===== src/rtl/cra_seq_if.sv =====
// Microsequencer control bus: per-word next-address controls in, registered CRAM address and stack status out.
interface cra_seq_if #(
    parameter int ADDR_W = 11
);
    logic              i_adv;
    logic [ADDR_W-1:0] i_j;
    logic [4:0]        i_disp;
    logic              i_call;
    logic              i_skip;
    logic [3:0]        i_disp_bits;
    logic [ADDR_W-1:0] i_dram_j;
    logic              i_diag_ld;
    logic [ADDR_W-1:0] i_diag_adr;
    logic [ADDR_W-1:0] o_cradr;
    logic [4:0]        o_stk_depth;
    logic              o_stk_err;

    modport master (
        output i_adv, i_j, i_disp, i_call, i_skip, i_disp_bits,
               i_dram_j, i_diag_ld, i_diag_adr,
        input  o_cradr, o_stk_depth, o_stk_err
    );

    modport slave (
        input  i_adv, i_j, i_disp, i_call, i_skip, i_disp_bits,
               i_dram_j, i_diag_ld, i_diag_adr,
        output o_cradr, o_stk_depth, o_stk_err
    );
endinterface


===== src/rtl/cra_seq.sv =====
// CRAM microsequencer: registers next control-RAM address with CALL/RETURN stack.
// One edge from inputs to CRADR; ADV=0 holds all state, diagnostic load overrides ADV.
module cra_seq #(
    parameter int              ADDR_W      = 11,
    parameter int              STACK_DEPTH = 16,
    parameter logic [ADDR_W-1:0] RESET_ADR = '0
) (
    input  logic      i_clk,
    input  logic      i_rst,
    cra_seq_if.slave  bus
);
    localparam int         IW        = $clog2(STACK_DEPTH);
    localparam logic [4:0] DISP_RET  = 5'o01;
    localparam logic [4:0] DISP_DRAM = 5'o02;
    localparam logic [4:0] DISP_MULT = 5'o03;
    localparam logic [4:0] MAX_DEPTH = 5'(STACK_DEPTH);

    logic [ADDR_W-1:0] r_cradr;
    logic [4:0]        r_depth;
    logic              r_err;
    logic [ADDR_W-1:0] r_stack [STACK_DEPTH];

    logic              w_empty;
    logic              w_full;
    logic              w_is_ret;
    logic              w_step;
    logic [IW-1:0]     w_wr_idx;
    logic [IW-1:0]     w_top_idx;
    logic [ADDR_W-1:0] w_pop;
    logic [ADDR_W-1:0] w_bits;
    logic [ADDR_W-1:0] w_base;
    logic [ADDR_W-1:0] w_next;

    assign w_empty   = (r_depth == 5'd0);
    assign w_full    = (r_depth == MAX_DEPTH);
    assign w_is_ret  = (bus.i_disp == DISP_RET);
    assign w_step    = bus.i_adv && !bus.i_diag_ld;
    assign w_wr_idx  = r_depth[IW-1:0];
    assign w_top_idx = w_wr_idx - IW'(1);
    // An empty stack pops as zero so a stray RETURN lands on the dispatch bits alone.
    assign w_pop     = w_empty ? '0 : r_stack[w_top_idx];
    assign w_bits    = {{(ADDR_W-4){1'b0}}, bus.i_disp_bits};

    always_comb begin
        w_base = bus.i_j;
        case (bus.i_disp)
            DISP_RET:  w_base = w_pop | w_bits;
            DISP_DRAM: w_base = bus.i_dram_j;
            DISP_MULT: w_base = bus.i_j | w_bits;
            default:   w_base = bus.i_j;
        endcase
    end

    assign w_next = w_base | {{(ADDR_W-1){1'b0}}, bus.i_skip};

    always_ff @(posedge i_clk) begin
        if (i_rst) begin
            r_cradr <= RESET_ADR;
            r_depth <= 5'd0;
            r_err   <= 1'b0;
        end else if (bus.i_diag_ld) begin
            r_cradr <= bus.i_diag_adr;
        end else if (bus.i_adv) begin
            r_cradr <= w_next;
            if (bus.i_call && !w_is_ret) begin
                if (w_full) r_err   <= 1'b1;
                else        r_depth <= r_depth + 5'd1;
            end else if (w_is_ret && !bus.i_call) begin
                if (w_empty) r_err   <= 1'b1;
                else         r_depth <= r_depth - 5'd1;
            end
        end
    end

    // CALL+RETURN reuses the slot just popped; depth is unchanged so nothing lands at depth 0.
    always_ff @(posedge i_clk) begin
        if (!i_rst && w_step && bus.i_call) begin
            if (w_is_ret) begin
                if (!w_empty) r_stack[w_top_idx] <= r_cradr;
            end else if (!w_full) begin
                r_stack[w_wr_idx] <= r_cradr;
            end
        end
    end

    assign bus.o_cradr     = r_cradr;
    assign bus.o_stk_depth = r_depth;
    assign bus.o_stk_err   = r_err;
endmodule


===== src/flat_wrapper.sv =====
// flat-port wrapper written by rule: the top's interface ports become plain ports
module cra_seq_flat 
#(
    parameter int              ADDR_W      = 11,
    parameter int              STACK_DEPTH = 16,
    parameter logic [ADDR_W-1:0] RESET_ADR = '0
)
  (i_clk, i_rst, bus_i_adv, bus_i_j, bus_i_disp, bus_i_call, bus_i_skip, bus_i_disp_bits, bus_i_dram_j, bus_i_diag_ld, bus_i_diag_adr, bus_o_cradr, bus_o_stk_depth, bus_o_stk_err);
  cra_seq_if #(.ADDR_W(ADDR_W)) bus_i ();
  input  logic i_clk;
  input  logic i_rst;
  input wire logic [$bits(bus_i.i_adv)-1:0] bus_i_adv;
  input wire logic [$bits(bus_i.i_j)-1:0] bus_i_j;
  input wire logic [$bits(bus_i.i_disp)-1:0] bus_i_disp;
  input wire logic [$bits(bus_i.i_call)-1:0] bus_i_call;
  input wire logic [$bits(bus_i.i_skip)-1:0] bus_i_skip;
  input wire logic [$bits(bus_i.i_disp_bits)-1:0] bus_i_disp_bits;
  input wire logic [$bits(bus_i.i_dram_j)-1:0] bus_i_dram_j;
  input wire logic [$bits(bus_i.i_diag_ld)-1:0] bus_i_diag_ld;
  input wire logic [$bits(bus_i.i_diag_adr)-1:0] bus_i_diag_adr;
  output wire logic [$bits(bus_i.o_cradr)-1:0] bus_o_cradr;
  output wire logic [$bits(bus_i.o_stk_depth)-1:0] bus_o_stk_depth;
  output wire logic [$bits(bus_i.o_stk_err)-1:0] bus_o_stk_err;
  assign bus_i.i_adv = bus_i_adv;
  assign bus_i.i_j = bus_i_j;
  assign bus_i.i_disp = bus_i_disp;
  assign bus_i.i_call = bus_i_call;
  assign bus_i.i_skip = bus_i_skip;
  assign bus_i.i_disp_bits = bus_i_disp_bits;
  assign bus_i.i_dram_j = bus_i_dram_j;
  assign bus_i.i_diag_ld = bus_i_diag_ld;
  assign bus_i.i_diag_adr = bus_i_diag_adr;
  assign bus_o_cradr = bus_i.o_cradr;
  assign bus_o_stk_depth = bus_i.o_stk_depth;
  assign bus_o_stk_err = bus_i.o_stk_err;
  cra_seq #(.ADDR_W(ADDR_W), .STACK_DEPTH(STACK_DEPTH), .RESET_ADR(RESET_ADR)) u_core (.i_clk(i_clk), .i_rst(i_rst), .bus(bus_i));
endmodule

===== config.mk =====
export PLATFORM = sky130hd
export DESIGN_NAME = cra_seq_flat
export DESIGN_NICKNAME = d
export VERILOG_FILES = /design/src/rtl/cra_seq_if.sv /design/src/rtl/cra_seq.sv /design/src/flat_wrapper.sv
export SDC_FILE = /design/constraint.sdc
export NUM_CORES = 1
export LEC_CHECK = 0
export ABC_AREA = 1
export ABC_CLOCK_PERIOD_IN_PS = 2500
export CAP_MARGIN = 20
export CORE_MARGIN = 2
export CORE_UTILIZATION = 55
export CTS_BUF_LIST = sky130_fd_sc_hd__clkbuf_4
export CTS_CLUSTER_DIAMETER = 200
export DETAILED_ROUTE_END_ITERATION = 6
export GPL_TIMING_DRIVEN = 0
export HOLD_SLACK_MARGIN = 0.15
export PLACE_DENSITY = 0.83
export SETUP_SLACK_MARGIN = 0.1
export SYNTH_ARGS = -nofsm -noshare
export SYNTH_HDL_FRONTEND = slang
export SYNTH_SLANG_ARGS = --single-unit

===== constraint.sdc =====
create_clock -name i_clk -period 2.5 [get_ports i_clk]
set_input_delay 0.5 -clock i_clk [delete_from_list [all_inputs] [get_ports i_clk]]
set_output_delay 0.5 -clock i_clk [all_outputs]
set_load 0.1 [all_outputs]

==> results.toml, run 1 <==
[timing]
skew_ns = 0.0242
slew_viol_final = 0
fin_crit_sh_pct = 101
hold_viol = 0
max_slew.worst_pin.slew_ns = 0.980
period_needed_ns = 2.52
setup_viol = 24
hold-worst-slack_ns = 0.520
max_slew_margin_pct = 34.9
worst_slack_ns = -0.0167
tns_ns = -0.271
rsz0062_at_grt = "true"
max_clock_freq_ghz = 0.397

[placement]
portBuffers = 64
dpl_cell_area_um2 = 9390
gp_congestion = 0.892
dp.cells = 1023
dpl_worst_slack_ns = -0.609
dp_hpwl_um = 13800

[die]
start_util_pct = 55.5
ios = 65
dieArea_um2 = 16200
fp.dieH_um = 127
die_w_um = 127
coreArea_um2 = 15000
floorplan.rows = 45

[grt]
grt_overflow_total = 0
antenna_found_initial = 0
grt_pass1_vias = 6416
top_usage_layer = "met2"
use_met1_pct = 38.3
gr-usage-met2_pct = 51.7
grt_pass1_wl_um = 35800
track_usage_pct = 30.2
grt_max_degree = 19
grt_use_met3_pct = 5.78

[power]
leakagePower_nw = 3.92
p_total_mw = 6.47
p_per_area_nw_per_um2 = 615
peakVddDrop_mv = 0.497

[clock_network]
cts.clk_slew.worst_paths_ns = 0.16
cts_sinks = 193
clk_path_buf_depth = 2
cts_buffers = 17
clkLatencyLatePin_ns = 0.61
htreeDepth = 4
cts_hold_buf = 0
cts_root_buf = "clkbuf_4"
cts_tree = "done"

[worst_setup_path]
endpoint_kind = "flip-flop"
worst-path-buf-inv = 7
cpPeakStageDelay_ns = 0.38
path_class = "reg -> reg"
cp.required_ns = 2.84
crit_path_cell_trace = "buf_6, clkinv_4, buf_12, ha_4, nand2_4, nor2_4, inv_2, o21ai_4, buf_12, xor2_4, nand3b_1, buf_6, nor2_4, buf_6"
critPathSlowestCell = "dfxtp_4"
worst_ep_arrival_time_ns = 2.86
cp_top_family = "buffers and inverters"
cp_max_fo = 7
crit_path_frequent_cell = "buf_6"
worst_setup_path_start_kind = "flip-flop"

[layout]
final_util_pct = 70.0
fin_cells = 1103
area_delta_synth_final_pct = 26.1
drive_gt1_share_pct = 21.1
antenna_cells = 0
fin_area_um2 = 10500
num-nets-final = 957

[drt]
route.detailed.drc = 0
viasPerCell = 6.14
drt-initial-drc-count = 1158
via_count = 6771
postRouteWirelength_um = 24400
dr.pass1.iters = 5
ant_nets = 0
wl_per_cell_um = 22.1

[synth]
synth-async-reset-ratio_pct = 0
ys_ff_latch = 193
synth-main-ff-cell = "edfxtp_1"
yosysUniqueCellTypes = 28
synth_enable_flop_cells = 176
synth_top_cells_by_area = "edfxtp_1 (63%), nand2_1 (11%), nand3_1 (10%)"
yosysSeqAreaShare_pct = 67.5
synth_area_um2 = 8340
syn_inst = 771
synth.top_cell.area_share_pct = 63.4
ys.warnings.count = 0
yosys.area.top_type = "edfxtp_1"
synth.avg_cell_area_um2 = 10.8
syn_nets = 826

[worst_hold_path]
hp-class = "in -> reg"

[status]
status = "finished with violations"
violations = "setup timing"

[flow_run]
cap_viol_max_count = 0
-- final cells by class --
class / instances / area [µm²]
plain buffers: 38 / 259
clock buffers: 17 / 128
clock inverters: 15 / 151
fillers: 958 / 4520
inverters: 27 / 109
multi-input cells: 511 / 2700
flip-flops and latches: 193 / 5650
well taps: 188 / 235
repair buffers: 114 / 1290
-- synthesized netlist by cell type, types with 3 or more instances --
master	instances
nand2_1	240
edfxtp_1	176
nand3_1	173
inv_1	24
nor2_1	24
a21oi_1	21
a22oi_1	18
buf_2	17
dfxtp_1	17
clkbuf_1	9
buf_4	7
o21ai_0	7
ha_1	6
buf_1	4
nor2_2	4
a211oi_1	3
buf_6	3
inv_2	3
xor2_1	3
-- registers in the layout, summed over array words and instances (netlist names) --
signal / cells
u_core.bus.o_stk_err: 1
u_core.bus.o_cradr: 11
u_core.bus.o_stk_depth: 5
u_core.r_stack: 176
-- path summary, 6_finish.rpt --
kind,start,endpoint,slack (ns),cells after the start
max,u_core.bus.o_stk_depth[0],u_core.r_stack[15][7],-0.02,14
max reg2reg,u_core.bus.o_stk_depth[0],u_core.r_stack[15][7],-0.02,14
min reg2reg,u_core.bus.o_stk_err,u_core.bus.o_stk_err,0.55,1
min,i_rst,u_core.bus.o_cradr[10],0.52,2
-- kinds of logic after synthesis --
logic type	after synthesis	share of synthesized area [%]
xor gates and xnor gates	4	0.510
buffers and inverters	67	3.86
adders and majority gates	7	1.14
DFF	193	67.5
AOI/OAI and AO/OA	53	3.98
and+or+nand+nor	447	23.1
-- power breakdown --
| part | switching (mW) | internal (mW) |
|---|---|---|
| logic | 0.768 | 0.388 |
| clock network | 1.14 | 0.522 |
| registers | 0.0863 | 3.56 |
| total | 2.00 | 4.47 |
-- layout by cell type, fill, tap and decap left out, types with 4 or more instances in the layout --
cell / Yosys / final
nand2_1: 240 / 230
edfxtp_1: 176 / 176
nand3_1: 173 / 172
clkdlybuf4s50_1: 0 / 47
buf_6: 3 / 29
clkbuf_4: 0 / 21
a21oi_1: 21 / 21
buf_4: 7 / 20
inv_1: 24 / 19
nor2_4: 0 / 19
a22oi_1: 18 / 18
buf_12: 0 / 15
buf_2: 17 / 13
dfxtp_2: 0 / 13
clkdlybuf4s15_2: 0 / 9
clkbuf_1: 9 / 7
clkinv_4: 0 / 6
inv_2: 3 / 6
nand2_4: 0 / 6
nor2_1: 24 / 6
o21ai_4: 1 / 5
o21ai_0: 7 / 5
nand2_2: 0 / 4
ha_1: 6 / 4
-- worst reg2reg max path: stages (launching register included) --
cell and delay [ns]:
dfxtp_4 0.38, buf_6 0.13, clkinv_4 0.05, buf_12 0.11
ha_4 0.15, nand2_4 0.05, nor2_4 0.10, inv_2 0.06
o21ai_4 0.21, buf_12 0.15, xor2_4 0.23, nand3b_1 0.18
buf_6 0.19, nor2_4 0.12, buf_6 0.16
-- per-layer routing --
metal	vias up	routed length, µm
met2	502	12100
met4	0	878
met3	94	2570
li1	2976	-
met5	-	0
met1	3199	8850
-- timing repair --
item                                    in CTS  in global routing
setup buffers                               44                  5
pin swaps                                   25                 14
resized for setup                          125                 24
endpoints found under the setup margin     204                196
cloned                                       1                  1
(Power assumes the default switching activity.)
==> run 2, diff against run 1 <==
--- a/config.mk
+++ b/config.mk
@@ -14,7 +14,7 @@
 export CTS_CLUSTER_DIAMETER = 200
 export DETAILED_ROUTE_END_ITERATION = 6
 export GPL_TIMING_DRIVEN = 0
-export HOLD_SLACK_MARGIN = 0.15
+export HOLD_SLACK_MARGIN = 0.12
 export PLACE_DENSITY = 0.83
 export SETUP_SLACK_MARGIN = 0.1
 export SYNTH_ARGS = -nofsm -noshare
==> constraint.sdc (replaced) <==
create_clock -name i_clk -period 2.5 [get_ports i_clk]
set_input_delay 0.5 -clock i_clk [delete_from_list [all_inputs] [get_ports i_clk]]
set_output_delay 0.5 -clock i_clk [all_outputs]
set_load 0.01 [all_outputs]
==> results.toml, run 2 (synthesis results as in run 1) <==
[clock_network]
clk_path_buf_depth = 2
cts_tree = "done"
htreeDepth = 4
cts.clk_slew.worst_paths_ns = 0.17
cts_root_buf = "clkbuf_4"
cts_buffers = 17
clkLatencyLatePin_ns = 0.61
cts_hold_buf = 0
cts_sinks = 193

[worst_setup_path]
cp_max_fo = 6
worst_setup_path_start_kind = "flip-flop"
path_class = "reg -> reg"
crit_path_cell_trace = "clkinv_4, buf_12, ha_4, nand2_4, nor2_4, inv_2, o21ai_4, buf_12, buf_6, o21ai_4, nand3b_1, buf_6, nor2_4, buf_6, buf_12"
cp_top_family = "buffers and inverters"
rr_endpoint = "u_core.r_stack[11][1]"
worst_ep_arrival_time_ns = 2.87
endpoint_kind = "flip-flop"
critPathSlowestCell = "dfxtp_4"
rrSetupSlack_ns = -0.03
cp.required_ns = 2.84
worst-path-buf-inv = 8
cpPeakStageDelay_ns = 0.40
r2r_cells = 15
r2r-start = "u_core.bus.o_stk_depth[0]"

[timing]
skew_ns = 0.0238
setup_viol = 14
tns_ns = -0.186
max_slew.worst_pin.slew_ns = 0.605
fin_crit_sh_pct = 101
max_slew_margin_pct = 59.7
max_clock_freq_ghz = 0.395
worst_slack_ns = -0.0298
hold_viol = 0
slew_viol_final = 0
rsz0062_at_grt = "true"
period_needed_ns = 2.53

[worst_hold_path]
holdPathStages = 1
hold_path_startpoint = "u_core.bus.o_stk_err"
hp-class = "reg -> reg"
hold_end = "u_core.bus.o_stk_err"

[drt]
postRouteWirelength_um = 25600
viasPerCell = 6.31
route.detailed.drc = 0
ant_nets = 0
wl_per_cell_um = 23.1
dr.pass1.iters = 6
drt-initial-drc-count = 1283
via_count = 6988

[placement]
portBuffers = 64
dp_hpwl_um = 14000
dpl_cell_area_um2 = 9390
gp_congestion = 0.911

[grt]
track_usage_pct = 30.5
grt_pass1_vias = 6760
grt_max_degree = 20
antenna_found_initial = 1
grt_overflow_total = 0
grt_pass1_wl_um = 36600

[die]
dieArea_um2 = 16200
floorplan.rows = 45
die_w_um = 127
fp.dieH_um = 127
start_util_pct = 55.5
coreArea_um2 = 15000
ios = 65

[power]
p_total_mw = 6.51
leakagePower_nw = 3.95
peakVddDrop_mv = 0.677
p_per_area_nw_per_um2 = 613

[flow_run]
cap_viol_max_count = 0

[status]
violations = "setup timing"
status = "finished with violations"

[layout]
mostFrequentLayoutCells = "nand2_1 (230), edfxtp_1 (176), nand3_1 (171)"
largest_register_ffs = 176
fin_area_um2 = 10600
final_common_cell = "nand2_1"
regMostFlops = "u_core.r_stack"
area_delta_synth_final_pct = 27.2
drive_gt1_share_pct = 19.8
num-nets-final = 961
-- run 2: cell types whose count changed in the layout (fill, tap and decap cells not counted), moves of 4 or more --
cell             previous run  this run
clkdlybuf4s50_1            47        64
inv_6                       2         9
dfxtp_4                     1         9
buf_4                      20        24
dfxtp_2                    13         5
clkdlybuf4s15_2             9         0
buf_6                      29        24
-- run 2: where the power goes --
group	internal (mW)	switching (mW)
registers	3.56	0.0843
logic	0.433	0.679
clock network	0.548	1.21
total	4.54	1.97
-- run 2: worst max-delay path by stage --
stage / end / from / depth (start not counted) / slack [ns]
final: u_core.r_stack[11][1] / u_core.bus.o_stk_depth[0] / 15 / -0.03
after global routing: u_core.r_stack[11][1] / u_core.bus.o_stk_depth[0] / 14 / -0.07
after CTS: u_core.r_stack[0][5] / u_core.bus.o_stk_depth[0] / 18 / 0.01
after detailed placement: u_core.r_stack[0][6] / bus_i_disp[3] / 8 / -0.72
after global placement: u_core.r_stack[0][6] / bus_i_disp[3] / 8 / -0.69
after floorplan: u_core.r_stack[11][0] / u_core.bus.o_stk_depth[0] / 12 / -0.08
-- run 2: timing repair --
| item | 4_1_cts | 5_1_grt |
|---|---|---|
| setup buffers | 46 | 6 |
| pin swaps | 21 | 10 |
| cloned | 3 | 1 |
| resized for setup | 64 | 37 |
| setup endpoints to repair | 198 | 197 |
-- run 2: area by class of cell --
class / instances / area, µm²
multi-input cells: 511 / 2690
repair buffers: 119 / 1380
fillers: 951 / 4430
clock buffers: 17 / 128
diodes: 1 / 2.50
well taps: 188 / 235
plain buffers: 37 / 238
inverters: 27 / 106
flip-flops and latches: 193 / 5670
clock inverters: 15 / 160
-- run 2: layer usage --
metal,GRT usage [%],routed length (µm)
met2,50.4,12300
met3,8.33,2850
met1,37.8,8920
met5,0,0
met4,13.9,1470
-- run 2: worst register-to-register path, cell delays in order, from the launching register on --
cell and delay, ns:
dfxtp_4 0.40, clkinv_4 0.06, buf_12 0.11, ha_4 0.13, nand2_4 0.05, nor2_4 0.12, inv_2 0.07, o21ai_4 0.20
buf_12 0.15, buf_6 0.09, o21ai_4 0.07, nand3b_1 0.21, buf_6 0.19, nor2_4 0.17, buf_6 0.13, buf_12 0.11
-- run 2: through the flow --
stage                     hold WS [ns]  setup WS, ns  instances  util [%]
after detailed placement         0.457        -0.719       1023      62.4
after global placement           0.452        -0.688       1023      62.4
after global routing             0.527       -0.0712       1108      70.6
final                            0.552       -0.0298       1108      70.6
after CTS                        0.462        0.0109       1103      69.7
after floorplan                  0.509       -0.0755        771         -
